File: src/rtl/fetch_pc_steer.sv
// fetch_pc_steer: owns the IF program counter, carries predictions through IF/ID and
// resolves branches in ID. Define BPU_STATS_EN to build the saturating branch statistics.
module fetch_pc_steer #(
  parameter logic [31:0] RESET_PC = 32'h0000_0000
) (
  input  logic        clk,
  input  logic        rst,
  input  logic        stall,
  input  logic        predict,
  input  logic [31:0] predictedPC,
  output logic [31:0] PC_IF,
  output logic [31:0] PC_ID,
  output logic        valid_ID,
  output logic        pred_taken_ID,
  output logic [31:0] pred_target_ID,
  input  logic        B_valid,
  input  logic        Branch_ID,
  input  logic [31:0] jump_PC_ID,
  output logic        flush,
  output logic [31:0] redirect_PC,
  output logic [31:0] stat_branches,
  output logic [31:0] stat_mispredicts
);

  typedef enum logic [1:0] {
    BOOT    = 2'd0,
    RUN     = 2'd1,
    RECOVER = 2'd2
  } state_t;

  state_t      state_q;
  state_t      state_d;
  logic        resolve;
  logic        dir_miss;
  logic        tgt_miss;
  logic        mispredict;
  logic [31:0] pc_id_plus4;
  logic [31:0] pc_next;

  // Only a real, non-held ID branch in steady state can be judged against its prediction.
  assign resolve     = valid_ID & B_valid & ~stall & (state_q == RUN);
  assign dir_miss    = Branch_ID != pred_taken_ID;
  assign tgt_miss    = Branch_ID & (jump_PC_ID != pred_target_ID);
  assign mispredict  = resolve & (dir_miss | tgt_miss);
  assign pc_id_plus4 = PC_ID + 32'd4;

  assign flush       = mispredict;
  assign redirect_PC = Branch_ID ? jump_PC_ID : pc_id_plus4;

  always_comb begin
    // NOTE: every output of this block gets a default before any branch, so no latch is inferred.
    pc_next = PC_IF + 32'd4;
    state_d = state_q;

    if (stall) begin
      pc_next = PC_IF;
    end else if (mispredict) begin
      pc_next = redirect_PC;
    end else if (predict) begin
      pc_next = predictedPC;
    end

    if (!stall) begin
      case (state_q)
        BOOT:    state_d = RUN;
        RUN:     if (mispredict) state_d = RECOVER;
        RECOVER: state_d = RUN;
        default: state_d = BOOT;
      endcase
    end
  end

  always_ff @(posedge clk or negedge rst) begin
    // NOTE: sequential state uses non-blocking assignments so every register samples pre-edge values.
    if (!rst) begin
      state_q        <= BOOT;
      PC_IF          <= RESET_PC;
      PC_ID          <= '0;
      valid_ID       <= 1'b0;
      pred_taken_ID  <= 1'b0;
      pred_target_ID <= '0;
    end else if (!stall) begin
      state_q        <= state_d;
      PC_IF          <= pc_next;
      PC_ID          <= PC_IF;
      pred_taken_ID  <= predict;
      pred_target_ID <= predictedPC;
      // The boot fetch and the flushed fetch both enter ID as bubbles.
      valid_ID       <= ~mispredict & (state_q != BOOT);
    end
  end

`ifdef BPU_STATS_EN
  logic [31:0] n_branches_q;
  logic [31:0] n_mispredicts_q;

  always_ff @(posedge clk or negedge rst) begin
    if (!rst) begin
      n_branches_q    <= '0;
      n_mispredicts_q <= '0;
    end else begin
      if (resolve && (n_branches_q != 32'hFFFF_FFFF)) begin
        n_branches_q <= n_branches_q + 32'd1;
      end
      if (mispredict && (n_mispredicts_q != 32'hFFFF_FFFF)) begin
        n_mispredicts_q <= n_mispredicts_q + 32'd1;
      end
    end
  end

  assign stat_branches    = n_branches_q;
  assign stat_mispredicts = n_mispredicts_q;
`else
  assign stat_branches    = '0;
  assign stat_mispredicts = '0;
`endif

endmodule

File: config.mk
export PLATFORM = sky130hd
export DESIGN_NAME = fetch_pc_steer
export DESIGN_NICKNAME = d
export VERILOG_FILES = /design/src/rtl/fetch_pc_steer.sv
export SDC_FILE = /design/constraint.sdc
export NUM_CORES = 1
export LEC_CHECK = 0
export BUFFER_PORTS_ARGS = -buffer_cell sky130_fd_sc_hd__buf_2
export CAP_MARGIN = 0
export CORE_UTILIZATION = 50
export DETAILED_ROUTE_END_ITERATION = 10
export GPL_TIMING_DRIVEN = 0
export MAX_ROUTING_LAYER = met4
export PLACE_DENSITY = 0.9
export SLEW_MARGIN = 0
export SYNTH_ARGS = -nofsm -noshare
export SYNTH_HDL_FRONTEND = slang
export SYNTH_SLANG_ARGS = --single-unit
File: constraint.sdc
create_clock -name clk -period 3 [get_ports clk]
set_input_delay 0.6 -clock clk [delete_from_list [all_inputs] [get_ports clk]]
set_output_delay 0.6 -clock clk [all_outputs]
set_load 0.1 [all_outputs]
==> metrics <==
vias in the first global route 6,296; Post-Synth XOR/XNOR Area 10.8%; Max transition margin 42.1%; Core Box Area 12,800 um2; TritonCTS clock tree done; Routed Antenna Nets 0; area grow syn2layout 35.2%; outcome complete, but fails checks; Post-DP Area 8350 um2; drt first pass iters 5; Setup TNS -0.0910 ns; layout cell share with drive strength beyond 1 44.6%; final core occ 70.3%; post-synthesis adder-cell area fraction 0.377%; GR Util All Layers 36.3%; CTS Root Buffer Type clkbuf_16; Bufs on Longest Clock Path 2; fin nets 1,060; Distinct cells, synth 52; RSZ-0062 raised after global routing true; most frequent cells in the layout 179 x buf_2, 81 x buf_4, 78 x nand2_1; WHS 0.355 ns; Max rail drop VDD 0.543 mV; clock sink total 100; detailed placer's ending HPWL 17.6 mm; initial antenna violation count 0; failing checks negative setup slack; worst hold path type in2async; Port Buffers 197; Die Wd 117 um; H-tree depth 3; Synth Area in Simple Gates 17.6%; I/O Pins 265; Ys Warns 0; Post-synth EDFFs 0; clk slew on worst S/H paths 0.07 ns; multiplexer share of the synthesized area 12.6%; routed vias/inst 5.87; Rows 41; worst slew pin tran 0.869 ns; Worst setup SP type flip-flop; commonest non-fill, non-tap cell in the layout buf_2; register area share after synthesis 37.7%; complex-gate fraction of the synthesized area 10.5%; total CTS buffers 9; final hold viol count 0; leak pwr 4.13 nW; setup violators final 1; initial core utilization 52.0%; crit end category output port; GPL Wtd Cong 0.975; minimum clock period 3.09 ns; area leader, netlist dfrtp_1; number of DRC markers in iteration 0 943; insertion delay to the later sink of the worst-skew pair 0.35 ns; worst endpoint required time 2.40 ns; top-area cell type share of the netlist area 37.7%; async set-reset flop share out of synthesis 100%; worst slack at placement -0.544 ns; # diodes 0; Layout fillers 955; Top FF cell, synth dfrtp_1; DIE HEIGHT 117 um; via count 6,842; Max Cap Violations 0; final WL 24.2 mm; period utilization 103%; dominant combinational cell family by area after synthesis simple AND/OR/NAND/NOR gates; final slew viol count 0; largest net degree at the start of global routing 65; Power Dens Cells 835 nW/um2; # DRC 0; setup ws final -0.0910 ns; Crit Path Category reg2out; CP max FO 10; skew final 0.00701 ns; Worst Path Arrival 2.49 ns; Design Area, Final 8970 um2; f_max 0.324 GHz; Cells after Synth 708; top post-synthesis cells by area dfrtp_1 38%, mux2_2 12%, xnor2_1 7.8%, buf_4 7.5%, nand2_1 4.5%; Overflow after GRT 0; first-pass GRT wire length 35.3 mm; die area 13,700 um2; cell area after synthesis 6640 um2; per-cell routed wire length 20.8 um; synthesized flop and latch total 100; Mapped Avg Cell Area 9.37 um2
-- layout make-up --
class	instances	area [um2]	share of cell area, %
multi-input combinational	559	4030	44.9
tap	172	215	2.40
clock buffer	10	239	2.66
inverter	7	26.3	0.293
clock inverter	6	63.8	0.711
timing repair buffer	206	1180	13.2
sequential	100	2540	28.3
buffer	105	671	7.47
-- metrics by stage --
step / instances / total power, mW
2_1_floorplan: 771 / 5.39
3_3_place_gp: 1140 / 6.08
4_1_cts: 1158 / 7.37
3_5_place_dp: 1141 / 6.12
6_report: 1165 / 7.49
5_1_grt: 1165 / 7.69
-- worst max-delay path: stages, from the launching register on --
cell     delay, ns
dfrtp_1       0.43
xnor2_2       0.25
nand4_1       0.22
nor4_2        0.32
nand3_1       0.16
nand2_2       0.15
inv_2         0.14
buf_4         0.22
buf_4         0.24
-- cells in the mapped netlist, drive strengths merged, types with 7 or more instances --
cell type / instances
and3: 9
inv: 7
nand3: 29
buf: 78
dfrtp: 100
a21oi: 11
clkbuf: 27
xnor2: 59
nor3: 14
o21ai: 45
and4: 9
a221o: 16
and2: 20
mux2: 69
nand4: 21
nand2: 81
nor2: 31
xor2: 23
nor4: 9
-- cells by family (layout without fill, tap and decap cells) --
logic type	count (synthesis)	count (layout)
AO/OA/AOI/OAI	103	103
other	1	64
adder cells (fa/ha/maj)	2	2
AND/OR/NAND/NOR	233	233
buffers and inverters	112	334
multiplexers	75	75
flip-flops	100	100
XOR/XNOR	82	82
-- report_power, final --
part           internal (mW)  switching [mW]
Clock                  0.669           0.553
Combinational          0.834            3.41
Sequential              1.61           0.409
-- final timing paths --
| check | from | slack [ns] | depth (start not counted) | endpoint |
|---|---|---|---|---|
| max in group asynchronous | rst | 1.91 | 2 | PC_ID[25] |
| min reg2reg | PC_ID[0] | 0.54 | 1 | PC_ID[0] |
| min in group clk | predictedPC[1] | 0.49 | 2 | pred_target_ID[1] |
| min | rst | 0.36 | 1 | pred_target_ID[16] |
| max reg2reg | pred_target_ID[4] | 0.42 | 8 | PC_IF[11] |
| max | pred_target_ID[4] | -0.09 | 8 | flush |
-- sequential cells by signal, summed over array words and instances, names as in the netlist --
register / cells
pred_taken_ID: 1
state_q: 2
PC_IF: 32
PC_ID: 32
valid_ID: 1
pred_target_ID: 32
-- per-layer routing --
layer  wire (um)  GRT usage [%]  up-vias  share of wire, %
met1        9090           45.4     3235                38
met5           0              -        -                 0
li1            -              -     2940                 -
met3        2900           8.08      111                12
met2       11100           54.6      556                46
met4        1130           19.8        0               4.7
-- timing repair --
action                                  CTS  global route
buffers inserted                          1             7
endpoints found under the setup margin   23            24
hold endpoints to repair                  0             0
resized for setup                        41            31
pin swaps                                 6             6
hold buffers                              0             0
No activity file was read; power rests on OpenSTA's default activity.
